**config.mk**
```make
export PLATFORM = sky130hd
export DESIGN_NAME = fifo_sync_flags
export DESIGN_NICKNAME = d
export VERILOG_FILES = /design/src/rtl/fifo_sync_flags.sv
export SDC_FILE = /design/constraint.sdc
export NUM_CORES = 1
export LEC_CHECK = 0
export CELL_PAD_IN_SITES_DETAIL_PLACEMENT = 1
export CELL_PAD_IN_SITES_GLOBAL_PLACEMENT = 1
export CORE_MARGIN = 10
export CORE_UTILIZATION = 36
export DETAILED_ROUTE_END_ITERATION = 6
export PLACE_DENSITY = 0.62
export SLEW_MARGIN = 40
export SYNTH_ARGS = -nofsm -noshare
export SYNTH_HDL_FRONTEND = slang
export SYNTH_SLANG_ARGS = --single-unit
```
**constraint.sdc**
```tcl
create_clock -name clk -period 3.49 [get_ports clk]
set_input_delay 0.698 -clock clk [delete_from_list [all_inputs] [get_ports clk]]
set_output_delay 0.698 -clock clk [all_outputs]
set_load 0.05 [all_outputs]
```
**src/rtl/fifo_sync_flags.sv**
```systemverilog
// fifo_sync_flags: single-clock FIFO with threshold flags, occupancy count,
// optional first-word-fall-through read, synchronous flush and sticky error flags.
module fifo_sync_flags #(
  parameter int DSIZE     = 8,
  parameter int ASIZE     = 4,
  parameter int AFULL_TH  = 12,
  parameter int AEMPTY_TH = 2,
  parameter bit FWFT      = 0
) (
  input  logic             clk,
  input  logic             rst,
  input  logic             clr,
  input  logic [DSIZE-1:0] wdata,
  input  logic             winc,
  input  logic             rinc,
  output logic [DSIZE-1:0] rdata,
  output logic             wfull,
  output logic             rempty,
  output logic             walmost_full,
  output logic             ralmost_empty,
  output logic [ASIZE:0]   count,
  output logic             overflow,
  output logic             underflow
);
  localparam int DEPTH = 1 << ASIZE;
  logic [DSIZE-1:0] mem [DEPTH];
  logic [ASIZE-1:0] wptr, rptr;
  logic we, re;
  assign wfull         = count == (ASIZE+1)'(DEPTH);
  assign rempty        = count == '0;
  assign walmost_full  = count >= (ASIZE+1)'(AFULL_TH);
  assign ralmost_empty = count <= (ASIZE+1)'(AEMPTY_TH);
  assign we = winc && !wfull && !clr;
  assign re = rinc && !rempty && !clr;
  // Gating on rst keeps a write from landing while reset is held.
  always_ff @(posedge clk)
    if (rst && we) mem[wptr] <= wdata;
  always_ff @(posedge clk or negedge rst)
    if (!rst) begin
      wptr      <= '0;
      rptr      <= '0;
      count     <= '0;
      overflow  <= 1'b0;
      underflow <= 1'b0;
    end else if (clr) begin
      wptr      <= '0;
      rptr      <= '0;
      count     <= '0;
      overflow  <= 1'b0;
      underflow <= 1'b0;
    end else begin
      wptr      <= wptr + ASIZE'(we);
      rptr      <= rptr + ASIZE'(re);
      count     <= count + (ASIZE+1)'(we) - (ASIZE+1)'(re);
      overflow  <= overflow | (winc && wfull);
      underflow <= underflow | (rinc && rempty);
    end
  if (FWFT) begin : g_fwft
    assign rdata = mem[rptr];
  end else begin : g_std
    logic [DSIZE-1:0] rd_q;
    always_ff @(posedge clk or negedge rst)
      if (!rst) rd_q <= '0;
      else if (clr) rd_q <= '0;
      else if (re) rd_q <= mem[rptr];
    assign rdata = rd_q;
  end
endmodule

```
==> impl_summary.txt, run 1 <==
----------------------------------------------------
[Worst setup path]
  Worst path slowest cell ... clkdlybuf4s50_1
  Critical register-to-register path endpoint ... count[4]
  Data required time at the worst endpoint ... 2.79 ns
  Cells along the critical path ... inv_1 -> ha_1 -> nor4b_4 -> clkdlybuf4s50_1
  Crit Path Category ... flop to output pin
  Maximum fanout along the worst path ... 5
  Startpoint class of the critical path ... flop
  Category of the worst setup path capture point ... output pin
  Setup slack of the most critical reg-to-reg path ... 0.54 ns
  Delay of the slowest cell on the worst path ... 0.88 ns
  Launch instance of the worst register-to-register path ... count[2]
  Critical path arrival ... 2.35 ns
  FF-to-FF path depth ... 14

[Timing]
  Final Hold Fails ... 0
  Highest clock frequency the design can meet ... 328.4 MHz
  Setup repair after global routing missed its margin ... no
  Final Max Tran Viols ... 0
  Max-slew headroom at the worst pin ... 43.49%
  Slack of the critical path ... 0.4448 ns
  Final setup fails ... 0
  Largest clock skew in the final design ... 0.009511 ns
  Setup TNS ... 0 ns
  Final hold slack ... 0.4983 ns
  Measured slew at the worst slew-check pin ... 0.8446 ns
  Part of the cycle the worst path needs ... 87.26%
  Time the worst path needs with I/O delays and setup ... 3.045 ns

[Cells and area]
  Leading cell type in the layout, fill and taps excluded ... edfxtp_1
  Commonest non-fill, non-tap cells in the layout ... edfxtp_1 (128), nor2_1 (32), clkdlybuf4s50_1 (31)
  Signed area change from the synthesized netlist to the final layout ... 20.13%
  Layout filler cell count ... 1594
  Storage cell area ... 0.004422 mm^2
  Number of antenna repair diodes ... 0
  Number of nets in the layout ... 409
  Fraction of final layout cells with drive strength greater than 1 ... 21.83%
  Number of standard cells in the layout, taps in and fillers out ... 614
  Footprint of the multi-input gates ... 0.001663 mm^2

[Route]
  Initial DRT Pass Iterations ... 4
  DRC viols ... 0
  Final wirelength ... 13630 um
  Via density ... 5.034
  Initial drt markers ... 195
  Remaining antenna violation count after routing ... 0
  Routed len/inst ... 22.19 um
  Vias ... 3091

[Synth]
  Syn_nets ... 349
  Seq/Total Area, Yosys ... 71.17%
  Yosys reg bits ... 151
  Mean post-synth cell area ... 19.34 um^2
  Combined area of all synthesized cells ... 0.006210 mm^2
  Mapped Cells ... 321
  Count of yosys warnings during synthesis ... 0
  Distinct cell type count after synthesis ... 34

[Min path]
  Worst hold stages ... 2
  Worst hold endpoint ... overflow
  Start point of the worst hold path ... overflow
  Hold/Removal Path Class ... flop to flop

[Floorplan]
  Die width ... 151.3 um
  Core outline area ... 0.01676 mm^2
  Initial core utilization ... 37.05%
  Area enclosed by the die boundary ... 0.02290 mm^2
  Die span in y ... 151.3 um
  I/O pins ... 32
  Cell Rows ... 47

[Pwr]
  Switching component of the power ... 1481 uW
  Leakage component of the power ... 0.002544 uW
  Cell Int Power ... 3411 uW
  Clock group share of total power ... 34.7%
  Sequential power share ... 43.2%
  Part of the total power dissipated in combinational logic ... 22.2%
  Sum of internal, switching and leakage power ... 4892 uW
  Peak supply drop ... 495.8 uV
  P per Cell Area ... 655.8 mW/mm^2
  Fraction of power spent switching nets ... 30.27%

[Global routing]
  Number of global-route vias before repair ... 3447
  Largest net degree at the start of global routing ... 35
  Antenna violations before repair ... 0
  Overall track demand over capacity in global routing ... 12.73%
  First-pass GRT wire length ... 20870 um
  Total congestion overflow ... 0

[CTS]
  Total number of clock tree sinks ... 151
  Clock network latency to the later pin of the worst-skew pair ... 0.43 ns
  CTS buffer count ... 17
  Quantity of hold-fixing buffers added after cts ... 0
  Reg clk slew, reported paths ... 0.06 ns
  Max H-tree Level ... 4
  Number of buffers added for setup after CTS ... 0
  Clock tree from TritonCTS ... built
  Max Root-Sink Buffers ... 2
  Post-cts repair resize count ... 0
  Clk Tree Root Cell ... clkbuf_16

[Run status]
  Status ... complete, no violations

[Placed design]
  Placed cells ... 582
  GPL Wtd Cong ... 0.7732
  Half-perimeter wire length after placement ... 8953 um
  Pre-CTS setup slack ... 0.2957 ns
  Number of port buffers ... 31

[Flow run]
  Maxcap violations ... 0

----------------------------------------------------
[cells by family (layout without fill, tap and decap cells)]
kind of cell | count (synthesis) | after routing | synth area share [%]
AND/OR/NAND/NOR | 59 | 59 | 5.017
AO/OA/AOI/OAI | 16 | 16 | 2.136
buffers and inverters | 25 | 98 | 2.236
multiplexers | 48 | 48 | 15.31
XOR/XNOR | 7 | 7 | 0.9873
adder cells (fa/ha/maj) | 15 | 15 | 3.143
flip-flops | 151 | 151 | 71.17
[cell usage after synthesis]
cell	n	share of area [%]
nor3_1	4	0.32
buf_4	1	0.12
nand3_1	3	0.24
fa_1	1	0.32
xnor2_1	5	0.71
nor2_1	32	1.9
o21a_1	1	0.12
buf_1	4	0.24
ha_1	14	2.8
nor2b_1	8	0.81
nor4b_2	1	0.24
and4bb_1	1	0.20
edfxtp_1	128	62
o21bai_1	2	0.24
mux2i_1	8	1.3
inv_1	9	0.54
nand2b_1	2	0.20
or3b_1	1	0.14
a221o_1	9	1.5
clkbuf_1	7	0.42
buf_12	2	0.64
xor2_1	2	0.28
and4bb_2	1	0.20
mux2_2	8	1.5
nor3b_1	2	0.24
a21oi_1	4	0.32
mux4_1	16	6.8
nand3b_1	2	0.24
buf_2	1	0.081
nand2_1	1	0.060
mux4_2	16	5.8
buf_6	1	0.18
nand4bb_1	1	0.18
dfrtp_1	23	9.3
[layer usage]
| metal | share of wire [%] | up-vias | track usage, % |
|---|---|---|---|
| li1 | - | 1396 | - |
| met1 | 45 | 1629 | 15.54 |
| met2 | 49 | 50 | 20.61 |
| met3 | 4.5 | 16 | 4.206 |
| met4 | 1.5 | 0 | 4.716 |
| met5 | 0 | - | 0 |
[power groups by stage]
| stage | Clock (uW) | Sequential, uW | Combinational [uW] |
|---|---|---|---|
| global route | 1820 | 2130 | 1170 |
| finish | 1700 | 2110 | 1080 |
| CTS | 1740 | 2110 | 1110 |
| floorplan | 0 | 2290 | 618 |
| global placement | 0 | 2150 | 1070 |
| detailed placement | 0 | 2150 | 1100 |
[worst max-delay path by stage]
| stage | from | endpoint | slack, ns |
|---|---|---|---|
| detailed placement | clr | count[4] | 0.30 |
| global placement | rinc | count[4] | 0.43 |
| CTS | count[2] | rempty | 0.39 |
| finish | count[2] | rempty | 0.44 |
| global route | count[2] | count[4] | 0.28 |
| floorplan | count[2] | count[4] | 0.28 |
[layout make-up]
class	instances	share of cell area, %
Timing Repair Buffer	57	6.944
Tap cell	220	3.690
Clock inverter	14	1.593
Inverter	9	0.4529
Clock buffer	18	5.753
Sequential cell	151	59.28
Multi-Input combinational cell	145	22.29
[state kept, by name, indices dropped and copies added (netlist names)]
name and cells:
count 5, mem 128, overflow 1, rdata 8, rptr 4, underflow 1, wptr 4
[worst max-delay path: cells and delay by family (launching register included)]
kind | cells | cell delay (ns)
AND/OR/NAND/NOR | 1 | 0.32
buffers and inverters | 2 | 0.99
flip-flops | 1 | 0.42
adder cells (fa/ha/maj) | 1 | 0.18
[per-stage QoR]
stage | utilization, % | instance area (um^2)
after floorplan | - | 6218
after global placement | 41.22 | 6908
after detailed placement | 41.24 | 6912
after CTS | 44.51 | 7460
after global routing | 44.51 | 7460
final | 44.51 | 7460
Note: power is estimated with default switching activity, not from simulation.
==> run 2: changes to the inputs <==
--- a/config.mk
+++ b/config.mk
@@ -11,6 +11,7 @@
 export CORE_UTILIZATION = 36
 export DETAILED_ROUTE_END_ITERATION = 6
 export PLACE_DENSITY = 0.62
+export SKIP_LAST_GASP = 1
 export SLEW_MARGIN = 40
 export SYNTH_ARGS = -nofsm -noshare
 export SYNTH_HDL_FRONTEND = slang
==> results of run 2 <==
Final layout, timing and power as in run 1 (identical DEF).
==> run 3: changes to the inputs <==
--- a/config.mk
+++ b/config.mk
@@ -11,6 +11,8 @@
 export CORE_UTILIZATION = 36
 export DETAILED_ROUTE_END_ITERATION = 6
 export PLACE_DENSITY = 0.62
+export RECOVER_POWER = 100
+export SKIP_CTS_REPAIR_TIMING = 1
 export SKIP_LAST_GASP = 1
 export SLEW_MARGIN = 40
 export SYNTH_ARGS = -nofsm -noshare
==> run 3 against run 2 <==
Net effect:
- combinational power decreased by 4%
- flip-flop and latch count unchanged
- die area unchanged
- count of clock-buffer cells in the layout unchanged
- sequential share of layout area increased by 0.78 points
- worst setup slack got worse by 0.041 ns
- power decreased by 1.0%
- core utilization decreased by 0.59 points
- critical path depth unchanged
- register-to-register slack got worse by 0.11 ns
- hold slack got worse by 0.0053 ns
- largest power group unchanged
==> impl_summary.txt, run 3 (synthesized netlist as in run 1, its figures left out) <==
----------------------------------------------------
[Global routing]
  Overall track demand over capacity in global routing ... 12.73%
  First-pass GRT wire length ... 20870 um
  Largest net degree at the start of global routing ... 35
  Total congestion overflow ... 0
  Antenna violations before repair ... 0
  Number of global-route vias before repair ... 3447

[Cells and area]
  Signed area change from the synthesized netlist to the final layout ... 18.54%
  Number of nets in the layout ... 409
  Leading cell type in the layout, fill and taps excluded ... edfxtp_1
  Footprint of the multi-input gates ... 0.001663 mm^2
  Commonest non-fill, non-tap cells in the layout ... edfxtp_1 (128), nor2_1 (32), dlygate4sd3_1 (28)
  Number of antenna repair diodes ... 0
  Final core area utilization ... 43.92%
  Number of standard cells in the layout, taps in and fillers out ... 614
  Final instance area ... 0.007361 mm^2
  Layout filler cell count ... 1607
  Register containing the most flip-flops in the final layout ... mem
  Fraction of final layout cells with drive strength greater than 1 ... 15.23%
  Max reg flops ... 128
  Storage cell area ... 0.004420 mm^2

[Worst setup path]
  Startpoint class of the critical path ... flop
  Delay of the slowest cell on the worst path ... 0.93 ns
  Launch instance of the worst register-to-register path ... rptr[0]
  Critical path capture point ... rempty
  Crit. Startpoint ... count[2]
  Maximum fanout along the worst path ... 5
  Critical register-to-register path endpoint ... rdata[6]
  Critical path arrival ... 2.39 ns
  Category of the worst setup path capture point ... output pin
  Setup slack of the most critical reg-to-reg path ... 0.43 ns
  Worst path slowest cell ... dlygate4sd3_1
  FF-to-FF path depth ... 4
  Data required time at the worst endpoint ... 2.79 ns
  Crit Path Category ... flop to output pin
  Cells along the critical path ... inv_1 -> ha_1 -> nor4b_4 -> dlygate4sd3_1

[Route]
  Routed len/inst ... 22.19 um
  Vias ... 3146
  Remaining antenna violation count after routing ... 0
  Via density ... 5.124
  DRC viols ... 0
  Final wirelength ... 13630 um
  Initial drt markers ... 201
  Initial DRT Pass Iterations ... 4

[Placed design]
  Half-perimeter wire length after placement ... 8953 um
  GPL Wtd Cong ... 0.7732
  Number of port buffers ... 31
  Placed cells ... 582
  Placement-stage cell area ... 0.006912 mm^2

[CTS]
  Clock tree from TritonCTS ... built
  CTS buffer count ... 17
  Clock network latency to the later pin of the worst-skew pair ... 0.43 ns
  Clk Tree Root Cell ... clkbuf_16
  Max Root-Sink Buffers ... 2
  Max H-tree Level ... 4
  Total number of clock tree sinks ... 151
  Reg clk slew, reported paths ... 0.06 ns

[Pwr]
  Leakage component of the power ... 0.002501 uW
  P per Cell Area ... 657.8 mW/mm^2
  Peak supply drop ... 495.6 uV
  Sum of internal, switching and leakage power ... 4842 uW

[Floorplan]
  Die width ... 151.3 um
  I/O pins ... 32
  Initial core utilization ... 37.05%
  Cell Rows ... 47
  Die span in y ... 151.3 um
  Area enclosed by the die boundary ... 0.02290 mm^2
  Core outline area ... 0.01676 mm^2

[Timing]
  Part of the cycle the worst path needs ... 88.43%
  Final setup fails ... 0
  Final Max Tran Viols ... 0
  Time the worst path needs with I/O delays and setup ... 3.086 ns
  Setup repair after global routing missed its margin ... no
  Setup TNS ... 0 ns
  Measured slew at the worst slew-check pin ... 1.390 ns
  Final Hold Fails ... 0
  Largest clock skew in the final design ... 0.01134 ns
  Highest clock frequency the design can meet ... 324.0 MHz
  Max-slew headroom at the worst pin ... 7.317%

[Min path]
  Hold/Removal Path Class ... flop to flop
  Worst hold stages ... 2

[Flow run]
  Maxcap violations ... 0

[Run status]
  Status ... complete, no violations

----------------------------------------------------
-- run 3: cell types whose count changed in the layout (fill, tap and decap cells not counted), moves of 2 or more --
cell	change
dlygate4sd3_1	+28
mux2_2	-2
buf_4	-22
clkdlybuf4s50_1	-28
clkbuf_1	+22
mux2_1	+2
-- run 3: metrics by stage --
step	hold slack (ns)	setup WS, ns
floorplan	0.4024	0.2844
global placement	0.4866	0.4343
detailed placement	0.4902	0.2957
CTS	0.5063	0.3906
global route	0.5456	0.2162
finish	0.4930	0.4036
-- run 3: power breakdown --
group / leakage, uW / switching (uW) / internal (uW)
sequential: 0.00146 / 83.2 / 2020
clock: 0.000257 / 768 / 928
combinational: 0.000783 / 623 / 416
total: 0.00250 / 1470 / 3370
-- run 3: worst min-delay path by stage --
| stage | startpoint | endpoint |
|---|---|---|
| detailed placement | overflow | overflow |
| CTS | overflow | overflow |
| floorplan | rst | count[0] |
| global route | rdata[7] | rdata[7] |
| finish | overflow | overflow |
| global placement | overflow | overflow |
-- run 3: area by class of cell --
| class | instances | share of cell area [%] |
|---|---|---|
| Sequential cell | 151 | 60.05 |
| Inverter | 9 | 0.4589 |
| Multi-Input combinational cell | 145 | 22.59 |
| Timing Repair Buffer | 57 | 5.711 |
| Clock inverter | 14 | 1.615 |
| Clock buffer | 18 | 5.830 |
| Tap cell | 220 | 3.740 |
-- run 3: worst max-delay path: cells and delay by family, from the launching register on --
kind | cells | cell delay (ns)
adders and majority gates | 1 | 0.18
and+or+nand+nor | 1 | 0.32
DFF | 1 | 0.42
buffers and inverters | 2 | 1.04
-- run 3: per-layer routing --
layer / global-route usage, % / part of all wire, % / up-vias
met5: 0 / 0 / -
met4: 4.716 / 1.8 / 0
met3: 4.206 / 4.6 / 21
met2: 20.61 / 49 / 69
met1: 15.54 / 44 / 1659
li1: - / - / 1397
